### src/rtl/seg7_scan_ctrl.sv
// rtl/seg7_scan_ctrl.sv - multiplexed seven-segment display controller with per-digit register file
module seg7_scan_ctrl #(
   parameter int NUM_DIGITS  = 8,
   parameter int REFRESH_DIV = 100000,
   parameter int SEL_W       = $clog2(NUM_DIGITS)
) (
   input  logic                  clk,
   input  logic                  reset,
   input  logic                  write,
   input  logic [SEL_W-1:0]      sel,
   input  logic [3:0]            num,
   input  logic                  dp_in,
   input  logic                  blank_in,
   input  logic                  clear,
   output logic [6:0]            segments,
   output logic                  dp,
   output logic [NUM_DIGITS-1:0] anode
);

   localparam int PW = $clog2(REFRESH_DIV);

   logic [PW-1:0]         prescale;
   logic [SEL_W-1:0]      idx;
   logic [3:0]            e_num [NUM_DIGITS];
   logic [NUM_DIGITS-1:0] e_dp;
   logic [NUM_DIGITS-1:0] e_blank;
   logic [3:0]            cur_num;
   logic                  cur_dp;
   logic                  cur_blank;

   // active-low {g,f,e,d,c,b,a} pattern for a hex digit
   function automatic logic [6:0] hex_decode(input logic [3:0] v);
      case (v)
         4'h0: hex_decode = 7'h40;
         4'h1: hex_decode = 7'h79;
         4'h2: hex_decode = 7'h24;
         4'h3: hex_decode = 7'h30;
         4'h4: hex_decode = 7'h19;
         4'h5: hex_decode = 7'h12;
         4'h6: hex_decode = 7'h02;
         4'h7: hex_decode = 7'h78;
         4'h8: hex_decode = 7'h00;
         4'h9: hex_decode = 7'h10;
         4'hA: hex_decode = 7'h08;
         4'hB: hex_decode = 7'h03;
         4'hC: hex_decode = 7'h46;
         4'hD: hex_decode = 7'h21;
         4'hE: hex_decode = 7'h06;
         default: hex_decode = 7'h0E;
      endcase
   endfunction

   // prescaler and digit index: index steps on each prescaler wrap, no idle slots
   always_ff @(posedge clk) begin
      if (!reset) begin
         prescale <= '0;
         idx      <= '0;
      end else if (prescale == PW'(REFRESH_DIV - 1)) begin
         prescale <= '0;
         idx      <= (idx == SEL_W'(NUM_DIGITS - 1)) ? '0 : idx + SEL_W'(1);
      end else begin
         prescale <= prescale + PW'(1);
      end
   end

   // register file: clear first, then the write so the addressed entry keeps the new value;
   // selects with no matching entry fall through and change nothing
   always_ff @(posedge clk) begin
      if (!reset) begin
         for (int i = 0; i < NUM_DIGITS; i++) e_num[i] <= 4'h0;
         e_dp    <= '0;
         e_blank <= '1;
      end else begin
         if (clear) begin
            for (int i = 0; i < NUM_DIGITS; i++) e_num[i] <= 4'h0;
            e_dp    <= '0;
            e_blank <= '1;
         end
         for (int i = 0; i < NUM_DIGITS; i++) begin
            if (write && (sel == SEL_W'(i))) begin
               e_num[i]   <= num;
               e_dp[i]    <= dp_in;
               e_blank[i] <= blank_in;
            end
         end
      end
   end

   // select the entry currently being scanned
   always_comb begin
      cur_num   = 4'h0;
      cur_dp    = 1'b0;
      cur_blank = 1'b1;
      for (int i = 0; i < NUM_DIGITS; i++) begin
         if (idx == SEL_W'(i)) begin
            cur_num   = e_num[i];
            cur_dp    = e_dp[i];
            cur_blank = e_blank[i];
         end
      end
   end

   // registered output stage driving the shared cathodes and one-hot anodes
   always_ff @(posedge clk) begin
      if (!reset) begin
         anode    <= '1;
         segments <= 7'h7F;
         dp       <= 1'b1;
      end else begin
         anode <= ~(NUM_DIGITS'(1) << idx);
         if (cur_blank) begin
            segments <= 7'h7F;
            dp       <= 1'b1;
         end else begin
            segments <= hex_decode(cur_num);
            dp       <= ~cur_dp;
         end
      end
   end

endmodule

### config.mk
export PLATFORM = sky130hd
export DESIGN_NAME = seg7_scan_ctrl
export DESIGN_NICKNAME = d
export VERILOG_FILES = /design/src/rtl/seg7_scan_ctrl.sv
export SDC_FILE = /design/constraint.sdc
export NUM_CORES = 1
export LEC_CHECK = 0
export ABC_AREA = 1
export BUFFER_PORTS_ARGS = -buffer_cell sky130_fd_sc_hd__buf_2
export CORE_UTILIZATION = 45
export CTS_CLUSTER_DIAMETER = 150
export DETAILED_ROUTE_END_ITERATION = 10
export PLACE_DENSITY = 0.68
export SYNTH_ARGS = -nofsm -noshare
export SYNTH_HDL_FRONTEND = slang
export SYNTH_SLANG_ARGS = --single-unit
export TNS_END_PERCENT = 1
### constraint.sdc
create_clock -name clk -period 2.06 [get_ports clk]
set_input_delay 0.206 -clock clk [delete_from_list [all_inputs] [get_ports clk]]
set_output_delay 0.206 -clock clk [all_outputs]
set_load 0.02 [all_outputs]
# Yosys cells after proc, flatten, opt, wreduce, memory -nomap -nowiden

Memories as Yosys holds them, arrays and structs flattened. A register that Yosys moved wholly into a read port is not among the register bits.
Index checks and enable logic that the tools add are counted.

Memories: 2
Bits of input ports: 13
RAM bits: 32
Flip-flop bits (word level): 45
Logic and storage cells: 166
Output and inout bits: 16
Memory bits (read-only): 112

Muxes and demuxes: 87
Equal/unequal tests: 15
Reductions and logical operators: 20
Bitwise logic cells: 19
Shifts and indexed selects: 1
Add/sub/neg operators: 2

Memories:

| memory          | depth | width | rd ports | clocked after Yosys merged registers in | wr ports | line | text |
|---|---|---|---|---|---|---|---|
| (no name shown) | 16    | 7     | 1        | 1                                       | 0        | 33   | `case (v)` |
| e_num           | 8     | 4     | 8        | 0                                       | 8        | 24   | `logic [3:0] e_num [NUM_DIGITS];` |

Operator list:

| kind                    | count |
|---|---|
| $mux W4                 | 24 |
| $mux W1                 | 60 |
| $eq A3 B3 Y1 const B    | 8 |
| $add A17 B1 Y17 const B | 1 |
| $eq A17 B17 Y1 const B  | 1 |
| $mux W8                 | 2 |
| $or A1 B1 Y1            | 16 |
| $reduce_bool A2 Y1      | 8 |
| $eq A3 B2 Y1 const B    | 4 |
| $logic_and A1 B1 Y1     | 8 |
| $not A8 Y8              | 1 |
| $shl A1 B3 Y8 const A   | 1 |
| $eq A3 B1 Y1 const B    | 2 |
| $logic_not A3 Y1        | 2 |
| $reduce_or A2 Y1        | 2 |
| $add A3 B1 Y3 const B   | 1 |
| $mux W3                 | 1 |
| $not A1 Y1              | 2 |

# Longest topological paths before layout

Word-level depth: 10
Gate-level depth with buffers: 20
Gate-level depth less buffers: 19

# Least setup slack after synthesis

Ideal clock, no wire load.

Kind: flip-flop to flip-flop
Start: reg idx[2]
End: reg segments[3]
Slack: -0.106 ns
Required time: 1.946 ns
Stages on the path, launching flop included: 20
Clock period less this slack: 2.166 ns
Path buffers: 1
Setup time: 0.114 ns
Arrival: 2.052 ns
Cells stage by stage: dfxtp_1 buf_6 clkinv_4 ha_1 inv_1 o21ai_0 inv_1 nand2_1 nand2_1 nand2_1 nand2_1 nand2_1 nand2_1 inv_1 ha_1 inv_1 nand2_1 nand3_1 nand2_1 nand2_1

Word-level cells in the longest chain between the ends: 10
Elaborated cells on any way between the ends: 25
Those cells by class: eq/ne (7); mux (16); reduce/logical (2)

Ends and longest elaborated chain:

| element                           | line | text |
|---|---|---|
| from (decl)                       | 23   | `logic [SEL_W-1:0] idx;` |
| from (signal assigned)            | 60   | `idx <= (idx == SEL_W'(NUM_DIGITS - 1)) ? '0 : idx + SEL_W'(1);` |
| $logic_not A3 Y1                  | 95   | `if (idx == SEL_W'(i)) begin` |
| $mux W1 (8 in a row)              | 95   |  |
| $reduce_or A2 Y1 (no source line) | -    |  |
| to (decl)                         | 15   | `output logic [6:0] segments,` |

Parallel ways exist; a longest one is shown, timed or not.
A chain may end at the register's enable or synchronous reset.

# Worst setup path after layout

Start: reg idx[1]
End: reg segments[3]

Same word-level chain as after synthesis.

==> impl_metrics.tcl <==
set metrics [dict create \
    antenna_found_initial 0 \
    syn_avg_cell_area_um2 7.77 \
    finalCritPeriodShare_pct 99.4 \
    status "completed" \
    setup_viol 0 \
    cts_tree "done" \
    hold_depth 2 \
    grt_max_degree 17 \
    reg2reg_setup_slack_ns 0.01 \
    p_leak_nw 2.12 \
    ant_nets 0 \
    slowest_stage "dfxtp_4" \
    synth_fp_nets 543 \
    grt_pass1_wl_um 15500 \
    skew_ns 0.0111 \
    arrival_ns 2.31 \
    maxSlewViolCount 0 \
    hold_end "e_blank[0]" \
    ir_drop_uv 374 \
    place_area_um2 4490 \
    r2r_start "idx[1]" \
    slew_headroom_pct 71.3 \
    synth_top_area_cell "dfxtp_1" \
    max_cap_violations 0 \
    slowest_delay_ns 0.38 \
    clock_path_buffers 2 \
    portBuffers 28 \
    synth_area_um2 4020 \
    initial_core_util_pct 46.3 \
    wl_um 9690 \
    path_common_cell "nand2_1" \
    crit_chain "inv_4 -> ha_4 -> inv_2 -> nor2_2 -> nand2_1 -> nand3_1 -> nand2_1 -> nand2_1 -> nand2_1 -> nand2_1 -> nand2_1 -> nand2_2 -> inv_4 -> ha_4 -> inv_1 -> nand2_1 -> nand3_1 -> nand2_1 -> nand2_1" \
    synth-main-ff-cell "dfxtp_1" \
    r2r_cells 19 \
    rsz0062_at_grt "yes" \
    wire_per_inst_um 14.0 \
    hp-start "clear" \
    drive_gt1_share_pct 21.7 \
    first_pass_iters 4 \
    viasPerCell 5.07 \
    synth_most_common_cell "nand2_1" \
    synth_edf_count 28 \
    final_nets 607 \
    core-area_um2 8680 \
    p_per_area_nw_per_um2 627 \
    timing.hold.ws_ns 0.161 \
    end_kind "flip-flop" \
    numCtsBuffers 9 \
    postCtsHoldBufs 0 \
    grt_pass1_vias 3337 \
    area_delta_synth_final_pct 20.8 \
    synthArstFlopShare_pct 0 \
    clk_pin_slew_worst_paths_ns 0.09 \
    crit_path_max_fanout 7 \
    hold_violations 0 \
    row_count 34 \
    ys_seq_area_share_pct 48.9 \
    worst_slew_pin_slew_ns 0.426 \
    grt_usage_pct 22.0 \
    worstSetupStartpointType "flip-flop" \
    overflow 0 \
    clock_sinks 84 \
    drc_errors 0 \
    synth_top_area_share_pct 27.9 \
    yosysWarnings 0 \
    synth_area_leaders "dfxtp_1, edfxtp_1, nand2_1, nor2_1, inv_1" \
    criticalPathCategory "flip-flop to flip-flop" \
    crit-reg2reg-capture "segments[3]" \
    die_height_um 96.5 \
    die-area_um2 9300 \
    dieWidth_um 96.5 \
    ys_ff_latch 84 \
    clk_latency_ns 0.36 \
    synthCells 517 \
    gp_congestion 0.938 \
    synth_commonest_cells "nand2_1, nor2_1, inv_1" \
    yosysUniqueCellTypes 38 \
    hp-class "input pin to flip-flop" \
    dr.first_iter.drc_count 213 \
    timing.fmax_mhz 488 \
    fin_crit_ns 2.05 \
    final_area_um2 4850 \
    dr_total_vias 3519 \
    diodes 0 \
    io_pins 29 \
    dp_hpwl_um 7040 \
    clock-root-buffer "clkbuf_8" \
    required_ns 2.32 \
    h-tree-depth 3 \
]
what timing repair did:
action                                  in CTS  in global routing
setup buffers                                0                  1
endpoints found under the setup margin       8                  8
pin swaps                                    0                 11
resized for setup                           17                 28
stage by stage:
stage               utilization, %  std cells  total power [mW]  setup slack, ns  TNS (ns)
floorplan                        -        517              1.89           0.0106         0
CTS                           54.6        693              3.06          0.00543         0
finish                        55.9        694              3.04           0.0125         0
detailed placement            51.8        677              1.97           -0.161    -0.801
global placement              51.8        677              1.96          -0.0498    -0.151
global route                  55.9        694              3.15           -0.137    -0.636
routing by layer:
metal	global-route usage (%)	part of all wire [%]
met5	0	0
met4	5.88	1.3
met3	4.46	3.4
met2	37.4	49
met1	28.5	46
cell usage in the layout (no fill, tap or decap), types with 7 or more instances in the layout:
cell type  synthesis  layout
edfxtp_1          28      28
nand4_1           10      10
nor2_2             5       7
clkbuf_8           0       9
nand3_1           34      33
buf_2              3      28
o21ai_0           12      10
dfxtp_1           56      54
nor3_1             7       7
nor2_1            83      81
inv_1             77      69
buf_4              1      33
nand2_2            4      10
a21oi_1           10       9
nand2_1          124     117
ha_4               0       7
o22ai_1           17      17
logic make-up after synthesis:
family | synth area share (%)
xor gates and xnor gates | 1.31
DFF | 48.9
adders and majority gates | 4.05
and+or+nand+nor | 29.7
AOI/OAI and AO/OA | 7.39
buffers and inverters | 8.73
area by class of cell:
class                   instances  area (um2)
fillers                       830        3830
flip-flops and latches         84        1970
well taps                     108         135
multi-input cells             345        1860
clock inverters                 7        56.3
repair buffers                 62         399
inverters                      79         309
clock buffers                   9         124
report_power, final:
| part | internal [mW] | switching, mW |
|---|---|---|
| clock network | 0.457 | 0.651 |
| registers | 1.75 | 0.0170 |
| logic | 0.0504 | 0.115 |
critical path, delay by kind of cell (launching register included):
kind / cells / cell delay [ns]
AND/OR/NAND/NOR: 13 / 0.90
buffers and inverters: 4 / 0.23
flip-flops: 1 / 0.38
adder cells (fa/ha/maj): 2 / 0.43
worst max path at each step:
stage / from / endpoint / slack [ns]
after global routing: idx[1] / segments[3] / -0.14
after global placement: idx[0] / segments[3] / -0.05
after floorplan: idx[0] / segments[3] / 0.01
after detailed placement: idx[0] / segments[3] / -0.16
final: idx[1] / segments[3] / 0.01
after CTS: idx[0] / segments[5] / 0.005
sequential cells by signal, summed over array words and instances (netlist names):
signal / count
dp: 1
idx: 3
e_dp: 8
segments: 7
e_num: 32
prescale: 17
e_blank: 8
anode: 8
Power figures use the tool's default switching activity.
